`src/rtl/led_bank_pwm_if.sv`:
```
// Control/status bundle for led_bank_pwm: counter controls, channel write port
// and the registered LED drive/enable, tick and counter outputs.
interface led_bank_pwm_if #(
    parameter int CHANNELS = 4,
    parameter int PWM_BITS = 8
);
    localparam int SEL_W = (CHANNELS > 1) ? $clog2(CHANNELS) : 1;

    logic                count_clr;
    logic                count_hold;
    logic                wr_en;
    logic [SEL_W-1:0]    wr_sel;
    logic [1:0]          wr_mode;
    logic [PWM_BITS-1:0] wr_duty;
    logic [CHANNELS-1:0] led_out;
    logic [CHANNELS-1:0] led_oe;
    logic                tick;
    logic [CHANNELS-1:0] count;

    modport master (
        output count_clr, count_hold, wr_en, wr_sel, wr_mode, wr_duty,
        input  led_out, led_oe, tick, count
    );

    modport slave (
        input  count_clr, count_hold, wr_en, wr_sel, wr_mode, wr_duty,
        output led_out, led_oe, tick, count
    );
endinterface

```
`src/rtl/led_bank_pwm.sv`:
```
// LED bank driver: prescaled binary counter plus a shared PWM counter, with a
// per-channel mode/duty block producing registered SB_IO drive and enable.

module led_bank_pwm_ch #(
    parameter int         PWM_BITS   = 8,
    parameter logic [1:0] MODE_RESET = 2'b01
) (
    input  logic                clk,
    input  logic                resetn,
    input  logic                i_wr,
    input  logic [1:0]          i_mode,
    input  logic [PWM_BITS-1:0] i_duty,
    input  logic [PWM_BITS-1:0] i_pwm,
    input  logic                i_pwm_wrap,
    input  logic                i_cnt_bit,
    output logic                o_led,
    output logic                o_oe
);
    typedef enum logic [1:0] {
        M_OFF = 2'b00,
        M_CNT = 2'b01,
        M_PWM = 2'b10,
        M_ON  = 2'b11
    } mode_t;

    mode_t               r_mode;
    logic [PWM_BITS-1:0] r_shadow;
    logic [PWM_BITS-1:0] r_active;
    logic                r_led;
    logic                r_oe;
    logic                w_led;
    logic                w_oe;

    always_comb begin
        w_led = 1'b0;
        w_oe  = 1'b0;
        case (r_mode)
            M_OFF: begin w_oe = 1'b0; w_led = 1'b0;               end
            M_CNT: begin w_oe = 1'b1; w_led = i_cnt_bit;          end
            M_PWM: begin w_oe = 1'b1; w_led = (i_pwm < r_active); end
            M_ON:  begin w_oe = 1'b1; w_led = 1'b1;               end
            default: begin w_oe = 1'b0; w_led = 1'b0;             end
        endcase
    end

    // Active duty samples the pre-edge shadow on the wrap edge, so a write
    // landing in the wrap cycle only shows up one period later.
    always_ff @(posedge clk or negedge resetn) begin
        if (!resetn) begin
            r_mode   <= mode_t'(MODE_RESET);
            r_shadow <= '0;
            r_active <= '0;
            r_led    <= 1'b0;
            r_oe     <= 1'b0;
        end else begin
            if (i_wr) begin
                r_mode   <= mode_t'(i_mode);
                r_shadow <= i_duty;
            end
            if (i_pwm_wrap)
                r_active <= r_shadow;
            r_led <= w_led;
            r_oe  <= w_oe;
        end
    end

    assign o_led = r_led;
    assign o_oe  = r_oe;
endmodule

module led_bank_pwm #(
    parameter int         CLK_HZ     = 24000000,
    parameter int         TICK_HZ    = 1,
    parameter int         CHANNELS   = 4,
    parameter int         PWM_BITS   = 8,
    parameter logic [1:0] MODE_RESET = 2'b01
) (
    input  logic        clk,
    input  logic        resetn,
    led_bank_pwm_if.slave bus
);
    localparam int DIV   = CLK_HZ / TICK_HZ;
    localparam int PRE_W = $clog2(DIV);
    localparam int SEL_W = (CHANNELS > 1) ? $clog2(CHANNELS) : 1;
    localparam logic [PRE_W-1:0] PRE_MAX = PRE_W'(DIV - 1);

    logic [PRE_W-1:0]    r_pre;
    logic                r_tick;
    logic [CHANNELS-1:0] r_count;
    logic [PWM_BITS-1:0] r_pwm;
    logic                w_pre_wrap;
    logic                w_pwm_wrap;
    logic                w_sel_ok;
    logic [CHANNELS-1:0] w_wr;
    logic [CHANNELS-1:0] w_led;
    logic [CHANNELS-1:0] w_oe;

    assign w_pre_wrap = (r_pre == PRE_MAX);
    assign w_pwm_wrap = &r_pwm;
    assign w_sel_ok   = (int'(bus.wr_sel) < CHANNELS);

    always_ff @(posedge clk or negedge resetn) begin
        if (!resetn) begin
            r_pre  <= '0;
            r_tick <= 1'b0;
        end else begin
            r_tick <= w_pre_wrap;
            r_pre  <= w_pre_wrap ? '0 : r_pre + 1'b1;
        end
    end

    // Clear wins over both the tick and the hold.
    always_ff @(posedge clk or negedge resetn) begin
        if (!resetn)
            r_count <= '0;
        else if (bus.count_clr)
            r_count <= '0;
        else if (r_tick && !bus.count_hold)
            r_count <= r_count + 1'b1;
    end

    always_ff @(posedge clk or negedge resetn) begin
        if (!resetn)
            r_pwm <= '0;
        else
            r_pwm <= r_pwm + 1'b1;
    end

    genvar i;
    generate
        for (i = 0; i < CHANNELS; i++) begin : g_ch
            assign w_wr[i] = bus.wr_en && w_sel_ok && (bus.wr_sel == SEL_W'(i));

            led_bank_pwm_ch #(
                .PWM_BITS   (PWM_BITS),
                .MODE_RESET (MODE_RESET)
            ) u_ch (
                .clk        (clk),
                .resetn     (resetn),
                .i_wr       (w_wr[i]),
                .i_mode     (bus.wr_mode),
                .i_duty     (bus.wr_duty),
                .i_pwm      (r_pwm),
                .i_pwm_wrap (w_pwm_wrap),
                .i_cnt_bit  (r_count[i]),
                .o_led      (w_led[i]),
                .o_oe       (w_oe[i])
            );
        end
    endgenerate

    assign bus.led_out = w_led;
    assign bus.led_oe  = w_oe;
    assign bus.tick    = r_tick;
    assign bus.count   = r_count;
endmodule
```
`src/flat_wrapper.sv`:
```
// flat-port wrapper written by rule: the top's interface ports become plain ports
module led_bank_pwm_flat 
#(
    parameter int         CLK_HZ     = 24000000,
    parameter int         TICK_HZ    = 1,
    parameter int         CHANNELS   = 4,
    parameter int         PWM_BITS   = 8,
    parameter logic [1:0] MODE_RESET = 2'b01
)
  (clk, resetn, bus_count_clr, bus_count_hold, bus_wr_en, bus_wr_sel, bus_wr_mode, bus_wr_duty, bus_led_out, bus_led_oe, bus_tick, bus_count);
  led_bank_pwm_if #(.CHANNELS(CHANNELS), .PWM_BITS(PWM_BITS)) bus_i ();
  input  logic clk;
  input  logic resetn;
  input wire logic [$bits(bus_i.count_clr)-1:0] bus_count_clr;
  input wire logic [$bits(bus_i.count_hold)-1:0] bus_count_hold;
  input wire logic [$bits(bus_i.wr_en)-1:0] bus_wr_en;
  input wire logic [$bits(bus_i.wr_sel)-1:0] bus_wr_sel;
  input wire logic [$bits(bus_i.wr_mode)-1:0] bus_wr_mode;
  input wire logic [$bits(bus_i.wr_duty)-1:0] bus_wr_duty;
  output wire logic [$bits(bus_i.led_out)-1:0] bus_led_out;
  output wire logic [$bits(bus_i.led_oe)-1:0] bus_led_oe;
  output wire logic [$bits(bus_i.tick)-1:0] bus_tick;
  output wire logic [$bits(bus_i.count)-1:0] bus_count;
  assign bus_i.count_clr = bus_count_clr;
  assign bus_i.count_hold = bus_count_hold;
  assign bus_i.wr_en = bus_wr_en;
  assign bus_i.wr_sel = bus_wr_sel;
  assign bus_i.wr_mode = bus_wr_mode;
  assign bus_i.wr_duty = bus_wr_duty;
  assign bus_led_out = bus_i.led_out;
  assign bus_led_oe = bus_i.led_oe;
  assign bus_tick = bus_i.tick;
  assign bus_count = bus_i.count;
  led_bank_pwm #(.CLK_HZ(CLK_HZ), .TICK_HZ(TICK_HZ), .CHANNELS(CHANNELS), .PWM_BITS(PWM_BITS), .MODE_RESET(MODE_RESET)) u_core (.clk(clk), .resetn(resetn), .bus(bus_i));
endmodule
```
`config.mk`:
```
export PLATFORM = sky130hd
export DESIGN_NAME = led_bank_pwm_flat
export DESIGN_NICKNAME = d
export VERILOG_FILES = /design/src/rtl/led_bank_pwm_if.sv /design/src/rtl/led_bank_pwm.sv /design/src/flat_wrapper.sv
export SDC_FILE = /design/constraint.sdc
export NUM_CORES = 1
export LEC_CHECK = 0
export CORE_MARGIN = 3
export CORE_UTILIZATION = 43
export CTS_CLUSTER_DIAMETER = 50
export CTS_CLUSTER_SIZE = 28
export DETAILED_ROUTE_END_ITERATION = 7
export PLACE_DENSITY_LB_ADDON = 0.05
export SLEW_MARGIN = 20
export SYNTH_ARGS = -nofsm -noshare
export SYNTH_HDL_FRONTEND = slang
export SYNTH_SLANG_ARGS = --single-unit
```
`constraint.sdc`:
```
create_clock -name clk -period 1.5 [get_ports clk]
set_input_delay 0.225 -clock clk [delete_from_list [all_inputs] [get_ports clk]]
set_output_delay 0.225 -clock clk [all_outputs]
set_load 0.005 [all_outputs]
```
* Yosys cells after proc, flatten, opt, wreduce, memory -nomap -nowiden
Cells that the tools add are included.
** Cells by class
- Equality and inequality tests :: 16
- Muxes and demuxes :: 11
- $add $sub $neg :: 3
- Magnitude comparators :: 4
- Reductions and logical operators :: 17
** Operators by type and width (count)
- $lt A8 B8 Y1 :: 4
- $add A25 B1 Y25 const B :: 1
- $eq A25 B25 Y1 const B :: 1
- $mux W25 :: 1
- $eq A2 B2 Y1 const B :: 10
- $pmux W1 S4 :: 4
- $reduce_or A3 Y1 :: 4
- $eq A2 B1 Y1 const B :: 5
- $logic_not A2 Y1 :: 5
- $add A8 B1 Y8 const B :: 1
- $mux W4 :: 2
- $pmux W1 S2 :: 4
- $reduce_and A8 Y1 :: 1
- $logic_and A1 B1 Y1 :: 5
- $add A4 B1 Y4 const B :: 1
- $reduce_bool A2 Y1 :: 1
- $logic_not A1 Y1 :: 1
** Storage, ports and cells
- Flip-flop bits (word level) :: 118
- Word-level logic and storage cells :: 75
- Output and inout bits :: 13
- Input bits :: 17

* Logic depth before layout (Yosys ltp)
- Depth in word-level cells :: 4
- Mapped depth :: 7
- Mapped depth without buffers :: 7

* Hierarchy
Synthesis repeated with hierarchy kept, for this count alone.
** Second synthesis, totals
- Cell total of the unflattened synthesis :: 480
- Area total of the unflattened synthesis :: 5435.2 µm²
** By module, submodules not included
- led_bank_pwm_ch :: area each 894.6 µm², times used 4, cells an instance 76, sequential area each 501.7 µm²
- led_bank_pwm :: area each 1856.8 µm², times used 1, cells an instance 176, sequential area each 950.9 µm²

* Worst setup path before layout
Ideal clock, no wire load.
- Kind :: register -> register
- From :: register u_core.r_pwm[3]
- To :: register u_core.g_ch[0].u_ch.r_active[0]
- Path slack :: -0.054 ns
- Path buffers :: 1
- Arrival time :: 1.429 ns
- Period minus slack after synthesis :: 1.554 ns
- Setup time :: 0.125 ns
- Data required time :: 1.375 ns
- Stages on the path, launching flop included :: 6
- Path through :: dfrtp_1 and3_1 nand2_1 nor2_2 buf_2 mux2_2
** On the way
- Word-level cells in the longest chain between the ends :: 1
** RTL lines
- start: declaration :: RTL line led_bank_pwm.sv:90 : logic [PWM_BITS-1:0] r_pwm;
- start signal: assignment :: RTL line led_bank_pwm.sv:126 : r_pwm <= r_pwm + 1'b1;
- $reduce_and A8 Y1 :: RTL line led_bank_pwm.sv:99 : assign w_pwm_wrap = &r_pwm;
- end signal: assignment :: RTL line led_bank_pwm.sv:61 : r_active <= r_shadow;
- end: declaration :: RTL line led_bank_pwm.sv:28 : logic [PWM_BITS-1:0] r_active;
Every way passes these cells.
A chain may end at the register's enable or synchronous reset.

* Final worst setup path
- From :: register u_core.r_pwm[1]
- To :: register u_core.g_ch[0].u_ch.r_led
** On the way
- Word-level cells in the longest chain between the ends :: 2
** RTL lines
- $lt A8 B8 Y1 :: RTL line led_bank_pwm.sv:40 : M_PWM: begin w_oe = 1'b1; w_led = (i_pwm < r_active); end
- $pmux W1 S4 :: RTL line led_bank_pwm.sv:37 : case (r_mode)
- via u_core.g_ch[0].u_ch.w_led :: RTL line led_bank_pwm.sv:31 : logic w_led;
- end signal: assignment :: RTL line led_bank_pwm.sv:62 : r_led <= w_led;
- end: declaration :: RTL line led_bank_pwm.sv:29 : logic r_led;
The timed path passes the listed nets, and every way through them passes these cells.

==> impl_metrics.ini <==
[placement]
pre_cts_ws_ns = -0.150
place.detailed.hpwl_um = 7910
gp_congestion = 0.808
dp_cells = 689
port_buffers = 29

[critical_path]
setup.worst_path.end_class = flip-flop
slowest_stage = dfrtp_2
r2r_slack_ns = -0.04
slowest_delay_ns = 0.48
path_class = reg2reg
arrival_ns = 1.88
r2r_cells = 5
cpMostUsedCell = a21o_1
cp_max_fo = 6
worstPathCellList = ha_4 -> a21o_1 -> a21o_1 -> a211o_1 -> o211ai_1
cp-start-kind = flip-flop
cp.required_ns = 1.83

[finish]
nets = 605
area_growth_pct = 34.0
mostFrequentLayoutCells = dfrtp_1 (106), buf_4 (49), mux2_2 (44)
fin_cells = 738
final_common_cell = dfrtp_1
drive_above_1_share_pct = 34.9
diodes = 0

[logic_synthesis]
synth_cell_types = 44
synth_seq_cells = 118
synth_nets = 515
yosys_warnings = 0
synth_area_mm2 = 0.00549
async_flop_share_pct = 100
ys_seq_area_share_pct = 53.9
yosys.area_share.simple_pct = 14.2
muxShareOfSynthArea_pct = 9.21
netlist_top_cells_area = dfrtp_1 (52%), mux2_2 (9.0%), ha_1 (7.1%)
synth_top_cell_area_share_pct = 52.0
synth_xor_area_share_pct = 4.79
synthAdderAreaFrac_pct = 7.07
synth-compound-area-share_pct = 6.11
syn_area_per_cell_um2 = 11.8
synth_top_family_by_area = simple AND/OR/NAND/NOR gates
syn_inst = 467
ys.flop_type = dfrtp_1
yosys.area.top_type = dfrtp_1
synth_edf_count = 0

[global_route]
antenna_found_initial = 0
grt-ovfl-total = 0
grt_pass1_vias = 3755
track_usage_pct = 18.0
grt_pass1_wl_um = 19600
grt_max_degree = 44

[power_and_ir_drop]
powerDensity_mw_per_mm2 = 1140
combPwrFrac_pct = 6.2
p_sw_mw = 1.72
p_clk_share_pct = 51.2
internal_power_mw = 6.67
ir_drop_uv = 752
p_leak_nw = 3.38
power_mw = 8.39
p_sw_share_pct = 20.5
power_frac_seq_pct = 42.6

[detailed_routing]
drt-initial-drc-count = 204
first_pass_iters = 4
drt-total-wl_um = 12000
drc = 0
via_per_inst = 5.01
ant_nets = 0
wire_per_inst_um = 16.2
num_vias = 3696

[timing]
fmax_ghz = 0.648
slew_headroom_pct = 72.5
fin_ws_ns = -0.0434
fin_worst_skew_ns = 0.00954
hold_violations = 0
max_slew.worst_pin.slew_ns = 0.413
hold_ws_ns = 0.293
rsz0062_at_grt = true
finalSetupViolations = 7
period_minus_slack_ns = 1.54
drv_slew = 0
period_share_pct = 103

[status]
violations = negative setup slack
status = finished, violations left

[cts]
cts_buffers = 17
path_clk_slew_ns = 0.06
h-tree-depth = 4
clock_latency_ns = 0.41
cts-root-buf = clkbuf_16
cts.sinks = 118
cts_tree = built
clock_path_buffers = 2

[floorplanning]
die_h_um = 119
start_util_pct = 44.8
die_w_um = 119
ioPinCount = 30
core_mm2 = 0.0123
num_rows = 40
dieArea_mm2 = 0.0142

[worst_hold_path]
hold_path.class = in2async

[run]
cap_viol_max_count = 0
-- metrics by stage --
step / utilization [%] / area [µm²] / setup TNS [ns]
after floorplan: - / 5510 / 0
after global placement: 51.3 / 6300 / -4.28
after detailed placement: 51.3 / 6300 / -4.80
after CTS: 57.9 / 7100 / -0.231
after global routing: 60.0 / 7350 / -1.42
final: 60.0 / 7350 / -0.113
-- metal layers --
metal / global-route usage [%] / routed length (µm) / vias to the layer above / share of wire, %
li1: - / - / 1779 / -
met4: 6.95 / 250 / 0 / 2.1
met3: 4.89 / 383 / 19 / 3.2
met1: 25.4 / 5960 / 1851 / 50
met5: 0 / 0 / - / 0
met2: 26.5 / 5370 / 47 / 45
-- registers in the layout, indices dropped and copies added, names as in the netlist --
name / flops
u_core.bus.count: 4
u_core.bus.tick: 1
u_core.g_ch.u_ch.o_led: 4
u_core.g_ch.u_ch.o_oe: 4
u_core.g_ch.u_ch.r_active: 32
u_core.g_ch.u_ch.r_mode: 8
u_core.g_ch.u_ch.r_shadow: 32
u_core.r_pre: 25
u_core.r_pwm: 8
-- final timing paths --
path | from | endpoint
min | resetn | u_core.r_pwm[5]$_DFF_PN0_
max reg2reg | u_core.r_pwm[1]$_DFF_PN0_ | u_core.g_ch[0].u_ch.o_led$_DFF_PN0_
max | u_core.r_pwm[1]$_DFF_PN0_ | u_core.g_ch[0].u_ch.o_led$_DFF_PN0_
min reg2reg | u_core.g_ch[2].u_ch.r_shadow[1]$_DFFE_PN0P_ | u_core.g_ch[2].u_ch.r_active[1]$_DFFE_PN0P_
max in group asynchronous | resetn | u_core.r_pre[0]$_DFF_PN0_
min in group clk | bus_count_clr | u_core.bus.count[2]$_DFFE_PN0P_
-- synth_stat cells, drive strengths merged, types with 4 or more instances --
| master | n |
|---|---|
| nand2 | 45 |
| clkbuf | 5 |
| nor3 | 5 |
| mux2 | 44 |
| and3 | 5 |
| a21o | 10 |
| dfrtp | 114 |
| dfstp | 4 |
| o211ai | 4 |
| nor4 | 4 |
| ha | 31 |
| or2 | 4 |
| nand4 | 12 |
| nand3 | 15 |
| o21ai | 35 |
| xnor2 | 14 |
| inv | 32 |
| nand2b | 4 |
| buf | 17 |
| nor2 | 24 |
| xor2 | 16 |
-- cell families (layout without fill, tap and decap cells) --
family | count (synthesis) | after routing
XOR/XNOR | 30 | 30
multiplexers | 45 | 45
adder cells (fa/ha/maj) | 31 | 31
flip-flops | 118 | 118
AND/OR/NAND/NOR | 132 | 132
buffers and inverters | 54 | 157
AO/OA/AOI/OAI | 57 | 57
-- final cells by class --
cell class | instances | area, µm²
timing repair buffer | 93 | 928
inverter | 32 | 120
clock buffer | 23 | 478
clock inverter | 9 | 150
tap | 168 | 210
fill | 1018 | 4910
multi-input combinational | 295 | 2500
sequential | 118 | 2970
-- power by group through the flow --
stage	logic, mW	registers [mW]	clock network [mW]
after floorplan	0.306	3.58	0
after global placement	0.524	3.63	0
after detailed placement	0.536	3.63	0
after CTS	0.536	3.58	4.36
after global routing	0.572	3.60	4.51
final	0.518	3.58	4.29
-- worst max-delay path: cells and delay by family (launching register included) --
family          cells  cell delay [ns]
flops               1             0.48
compound gates      4             0.72
fa+ha+maj           1             0.26
-- timing repair --
action	in CTS	in global routing
pin swaps	5	30
gates resized for setup	18	46
cloned	1	1
buffers inserted	8	6
hold endpoints to repair	22	0
endpoints found under the setup margin	49	55
hold buffers	1	0
No activity file was read; power rests on OpenSTA's default activity.
